## config.mk

```make
export PLATFORM = sky130hd
export DESIGN_NAME = batt_monitor
export DESIGN_NICKNAME = d
export VERILOG_FILES = /design/src/rtl/batt_monitor.sv
export SDC_FILE = /design/constraint.sdc
export NUM_CORES = 1
export LEC_CHECK = 0
export BUFFER_PORTS_ARGS = -buffer_cell sky130_fd_sc_hd__buf_2
export CAP_MARGIN = 25
export CORE_MARGIN = 2
export CORE_UTILIZATION = 64
export CTS_CLUSTER_SIZE = 10
export DETAILED_ROUTE_END_ITERATION = 6
export PLACE_DENSITY = 0.85
export SLEW_MARGIN = 0
export SYNTH_ARGS = -nofsm -noshare
export SYNTH_HDL_FRONTEND = slang
export SYNTH_SLANG_ARGS = --single-unit
```

## constraint.sdc

```tcl
create_clock -name clk -period 8.8 [get_ports clk]
set_input_delay 1.32 -clock clk [delete_from_list [all_inputs] [get_ports clk]]
set_output_delay 1.32 -clock clk [all_outputs]
set_load 0.1 [all_outputs]
```

## src/rtl/batt_monitor.sv

```systemverilog
// Battery-monitor scheduler for the A2D conversion path.
// Issues strt_cnv periodically and on demand, merges concurrent requests into
// one conversion, low-pass filters the 12-bit result and maintains a
// hysteretic low-battery flag plus a sticky A2D timeout fault.
module batt_monitor #(
  parameter int          PERIOD  = 2_500_000, // cycles between automatic conversions (>= 2)
  parameter int          TIMEOUT = 4096,      // max cycles to wait for cnv_cmplt (>= 2)
  parameter logic [11:0] LOW_THR = 12'hA00,   // filtered level below which a sample is low
  parameter logic [11:0] HYST    = 12'h080,   // recovery margin above LOW_THR
  parameter int          LOW_CNT = 4          // consecutive low samples to set batt_low
) (
  input  logic        clk,
  input  logic        rst,
  input  logic        req_cnv,
  output logic        req_done,
  output logic        strt_cnv,
  input  logic        cnv_cmplt,
  input  logic [11:0] res,
  output logic [11:0] batt_filt,
  output logic [7:0]  batt,
  output logic        batt_vld,
  output logic        batt_low,
  output logic        a2d_fault
);

  localparam int PW = $clog2(PERIOD);
  localparam int TW = $clog2(TIMEOUT);
  localparam int CW = $clog2(LOW_CNT + 1);

  localparam logic [PW-1:0] PER_LOAD  = PW'(PERIOD - 1);
  // The START cycle is itself the first cycle of the new period, so the
  // counter leaves START already one step down; this keeps idle auto
  // conversions exactly PERIOD cycles apart.
  localparam logic [PW-1:0] PER_START = PW'(PERIOD - 2);
  localparam logic [TW-1:0] TMO_LAST  = TW'(TIMEOUT - 1);
  localparam logic [CW-1:0] LOW_MAX   = CW'(LOW_CNT);
  localparam logic [12:0]   REC_THR   = {1'b0, LOW_THR} + {1'b0, HYST};

  typedef enum logic [1:0] {
    S_IDLE,
    S_START,
    S_WAIT,
    S_UPDATE
  } state_t;

  state_t          state;
  state_t          state_d;

  logic [PW-1:0]   per_cnt;
  logic            per_exp;
  logic            req_pend;
  logic            auto_pend;
  logic            srv_req;
  logic [TW-1:0]   tmo_cnt;
  logic [TW-1:0]   tmo_nxt;
  logic [11:0]     res_q;
  logic [CW-1:0]   low_cnt;

  logic            capture;
  logic            tmo_hit;
  logic [11:0]     filt_new;
  logic [CW-1:0]   low_cnt_new;
  logic            low_new;

  // Expiry fires in the cycle whose decrement would bring the count to 0.
  assign per_exp = (per_cnt <= PW'(1));
  assign tmo_nxt = tmo_cnt + TW'(1);
  assign batt    = batt_filt[11:4];

  // Period counter: free-running down-count, restarted by every START.
  always_ff @(posedge clk or posedge rst) begin
    // NOTE: sequential state uses non-blocking (<=) so every flop samples
    // the pre-edge values of its peers regardless of block ordering.
    if (rst) begin
      per_cnt <= PER_LOAD;
    end else if (state == S_START) begin
      per_cnt <= PER_START;
    end else if (per_exp) begin
      per_cnt <= PER_LOAD;
    end else begin
      per_cnt <= per_cnt - PW'(1);
    end
  end

  // Pending-request bits: set in any state, consumed by START unless re-set
  // in that very cycle. Multiple expiries while busy collapse into one bit.
  always_ff @(posedge clk or posedge rst) begin
    if (rst) begin
      req_pend  <= 1'b0;
      auto_pend <= 1'b0;
      srv_req   <= 1'b0;
    end else begin
      if (req_cnv) begin
        req_pend <= 1'b1;
      end else if (state == S_START) begin
        req_pend <= 1'b0;
      end

      if (per_exp) begin
        auto_pend <= 1'b1;
      end else if (state == S_START) begin
        auto_pend <= 1'b0;
      end

      if (state == S_START) begin
        srv_req <= req_pend;
      end
    end
  end

  // Timeout counter: cleared in START, counts WAIT cycles.
  always_ff @(posedge clk or posedge rst) begin
    if (rst) begin
      tmo_cnt <= '0;
    end else if (state == S_START) begin
      tmo_cnt <= '0;
    end else if (state == S_WAIT) begin
      tmo_cnt <= tmo_nxt;
    end
  end

  // FSM state register.
  always_ff @(posedge clk or posedge rst) begin
    if (rst) begin
      state <= S_IDLE;
    end else begin
      state <= state_d;
    end
  end

  // FSM next-state logic; completion wins over a same-cycle timeout.
  always_comb begin
    // NOTE: every variable gets a default first so no path leaves it
    // unassigned, which would otherwise infer a latch.
    state_d = state;
    capture = 1'b0;
    tmo_hit = 1'b0;
    case (state)
      S_IDLE: begin
        if (req_pend || auto_pend) begin
          state_d = S_START;
        end
      end
      S_START: begin
        state_d = S_WAIT;
      end
      S_WAIT: begin
        if (cnv_cmplt) begin
          capture = 1'b1;
          state_d = S_UPDATE;
        end else if (tmo_nxt == TMO_LAST) begin
          tmo_hit = 1'b1;
          state_d = S_IDLE;
        end
      end
      S_UPDATE: begin
        state_d = S_IDLE;
      end
      default: begin
        state_d = S_IDLE;
      end
    endcase
  end

  // Conversion result capture, loaded only on a completion seen in WAIT.
  always_ff @(posedge clk) begin
    // NOTE: this data register carries no reset; it is only read in UPDATE,
    // which is reachable solely through the cycle that loads it.
    if (capture) begin
      res_q <= res;
    end
  end

  // Filter and low-detect on the captured sample.
  always_comb begin
    filt_new    = res_q;
    low_cnt_new = low_cnt;
    low_new     = batt_low;

    // First sample seeds the filter; afterwards (3*filt + res) / 4 in 14 bits.
    if (batt_vld) begin
      filt_new = 12'((({2'b00, batt_filt} << 1) + {2'b00, batt_filt} + {2'b00, res_q}) >> 2);
    end

    if (filt_new < LOW_THR) begin
      low_cnt_new = (low_cnt == LOW_MAX) ? LOW_MAX : low_cnt + CW'(1);
      if (low_cnt_new == LOW_MAX) begin
        low_new = 1'b1;
      end
    end else if ({1'b0, filt_new} >= REC_THR) begin
      low_cnt_new = '0;
      low_new     = 1'b0;
    end else begin
      // Hysteresis band: restart the low run but keep the flag as is.
      low_cnt_new = '0;
    end
  end

  // Registered outputs: start strobe, done pulse, sticky fault, filter state.
  always_ff @(posedge clk or posedge rst) begin
    if (rst) begin
      strt_cnv  <= 1'b0;
      req_done  <= 1'b0;
      a2d_fault <= 1'b0;
      batt_filt <= '0;
      batt_vld  <= 1'b0;
      batt_low  <= 1'b0;
      low_cnt   <= '0;
    end else begin
      strt_cnv <= (state_d == S_START);
      req_done <= srv_req && (tmo_hit || (state == S_UPDATE));
      if (tmo_hit) begin
        a2d_fault <= 1'b1;
      end
      if (state == S_UPDATE) begin
        batt_filt <= filt_new;
        batt_vld  <= 1'b1;
        batt_low  <= low_new;
        low_cnt   <= low_cnt_new;
      end
    end
  end

endmodule

```

==> impl_results.md <==
* Status: complete, but fails checks
* Failing checks: design-rule violations
* Routability cong. at around 0.86
* Critical path peak fanout at 26
* Clk Tree Root Cell: clkbuf_8
* Die area at 7360 µm²
* Critical path type: reg -> out
* CTS tree: yes
* CTS hold repair buffers at 0
* Endpoints failing hold at 0
* Nets at between 500 and 600
* Final period util at 0.369
* Worst rel slew slack at 0.347
* Crit start category: register
* Cell Rows at 29
* Mapped Area at roughly 4300 µm²
* CP top delay family: flip-flops
* Unrepaired setup endpoints after global routing: false
* Final Max Tran Viols at 0
* Diodes inserted at 0
* Drt initial violations at ~230
* YS warnings at 0
* Post-layout minimum cycle time at around 3.2 ns
* Worst setup EP type: primary output
* CTS Buffer Depth at 2
* Fin Setup TNS at 0 ns
* Num CTS Buffers at 9
* Synth Area per Inst at just under 10 µm²
* PostCTS Resize Cnt at 0
* HPWL after DPL at approximately 6000 µm
* Seq/Total Area, Yosys at 0.432
* Tot GR Track Use at 0.261
* Critical path's slowest cell: dfrtp_1
* WL final at approximately 8700 µm
* Endpoints failing setup at 0
* Residual DRC count at 4
* Via count at approximately 3300
* Antenna violations before repair at 0
* Ys async rst share at 0.831
* CP max stage delay at between 0.9 and 1 ns
* Layout cells sized above 1 at 0.174
* Area Growth Syn to Fin at 10.3%
* H-tree Lvls at 3
* Commonest cells after routing, fill and taps aside: 47 x dfrtp_1, 43 x nor2_1, 40 x buf_2, 33 x inv_1, 33 x nand2_1
* I/O Buffers at 40
* Max Clk Rate at a little over 300 MHz
* Post-CTS setup buffers at 0
* Hold Path Class: reg -> reg
* Skew-Pair Late Insertion Delay at 0.36 ns
* Largest net degree at the start of global routing at 60
* CP required at roughly 7.5 ns
* Synthesized net count at between 400 and 500
* Antenna viol nets, final at 0
* Die Ht at ~86 µm
* Commonest non-fill, non-tap cell in the layout: dfrtp_1
* Setup Skew at around 0.012 ns
* DRT Pass-1 Iters at 7
* DIE WIDTH at 85.8 µm
* First-pass GRT wire length at roughly 15000 µm
* Maximum Capacitance Violations at 0
* Cell breakdown of the critical path: buf_2
* Synth Register Bits at about 70
* DR vias/cell at between 6 and 7
* Wire per inst at roughly 16 µm
* Crit path DAT at roughly 1.9 ns
* Crit path buf inv count at 1
* Synth cell types at between 60 and 70
* Vias in the first global route at 3306
* # clock sinks at 71
* Core Region at ~6400 µm²
* Clock-pin slew on the worst setup and hold paths at around 0.08 ns
* Initial core utilization at 0.667
* Post-synthesis cell count at roughly 430
* IO Pins at a little over 40
* Grt ovf at 0
* Primary FF master, synth: dfrtp_1
* Worst Tran Pin Value at ~1 ns
* Number of synthesized flops with an enable pin at 12
through the flow:
step / instance area [µm²] / setup WS [ns] / utilization / hold slack [ns] / cells
global route: 4720 / 5.39 / 0.735 / 0.502 / 548
CTS: 4690 / 5.57 / 0.731 / 0.465 / 547
floorplan: 4280 / 5.20 / - / 0.452 / 431
global placement: 4480 / 5.76 / 0.698 / 0.446 / 531
finish: 4720 / 5.55 / 0.735 / 0.467 / 548
detailed placement: 4480 / 5.62 / 0.698 / 0.448 / 531
area by class of cell:
cell class | count | area (µm²)
Clock buffer | 11 | 141
Clock inverter | 5 | 72.6
Fill cell | 474 | 1700
Inverter | 34 | 128
Multi-Input combinational cell | 308 | 2200
Sequential cell | 71 | 1850
Tap cell | 77 | 96.3
Timing Repair Buffer | 42 | 235
state kept, by name (all words and copies together), names as in the netlist:
signal     cells
low_cnt        3
srv_req        1
req_done       1
batt_vld       1
res_q         12
batt_low       1
strt_cnv       1
tmo_cnt       12
per_cnt       22
batt_filt     12
state          2
auto_pend      1
req_pend       1
a2d_fault      1
cell usage after synthesis, types with 2 or more instances:
cell type	count	share of area
dfrtp_1	47	0.27
nor2_1	43	0.038
inv_1	34	0.030
nand2_1	33	0.029
a21oi_1	29	0.034
ha_1	21	0.061
xnor2_1	19	0.039
o21ai_0	17	0.020
dfstp_2	12	0.074
edfxtp_1	12	0.084
fa_1	12	0.056
mux2i_1	11	0.026
xor2_1	11	0.022
nand3_1	9	0.011
nor3_1	9	0.011
nor4_1	9	0.013
buf_4	8	0.014
a31oi_1	7	0.010
nor2b_1	7	0.010
o22ai_1	7	0.010
clkbuf_1	5	0.0044
nand4_1	4	0.0058
o31ai_1	4	0.0070
a22o_1	3	0.0061
buf_1	3	0.0026
nand2b_1	3	0.0044
o211ai_1	3	0.0053
o21a_1	3	0.0053
or3_1	3	0.0044
a21o_1	2	0.0035
and2_1	2	0.0029
and3b_1	2	0.0041
mux2_2	2	0.0053
nand2_2	2	0.0029
o2111ai_1	2	0.0041
o2bb2ai_1	2	0.0041
or2_2	2	0.0029
or4_1	2	0.0035
or4_4	2	0.0053
per-layer routing:
| layer | GRT usage | wire length [µm] | share of wire |
|---|---|---|---|
| met1 | 0.323 | 3690 | 0.42 |
| met2 | 0.449 | 4540 | 0.52 |
| met3 | 0.0491 | 363 | 0.042 |
| met4 | 0.108 | 127 | 0.015 |
| met5 | 0 | 0 | 0 |
cell families after synthesis:
kind of cell    after synthesis  share of synthesized area
fa+ha+maj                    33                      0.117
simple gates                142                      0.170
xor+xnor                     30                     0.0613
buf+inv                      52                     0.0546
flops                        71                      0.432
compound gates               90                      0.133
mux                          13                     0.0310
worst paths after layout:
| path | startpoint | end | slack, ns | cells past startpoint |
|---|---|---|---|---|
| worst max-delay path | batt_vld | batt_vld | 5.55 | 1 |
| worst min-delay path | a2d_fault | a2d_fault | 0.47 | 1 |
| worst max register to register | batt_filt[1] | batt_low | 5.58 | 11 |
| worst min register to register | a2d_fault | a2d_fault | 0.47 | 1 |
| max in group asynchronous | rst | srv_req | 7.14 | 3 |
| min in group asynchronous | rst | strt_cnv | 1.17 | 3 |
Power is not shown: default switching activity piles up to over one toggle a cycle in this logic, so the estimate is an artifact.
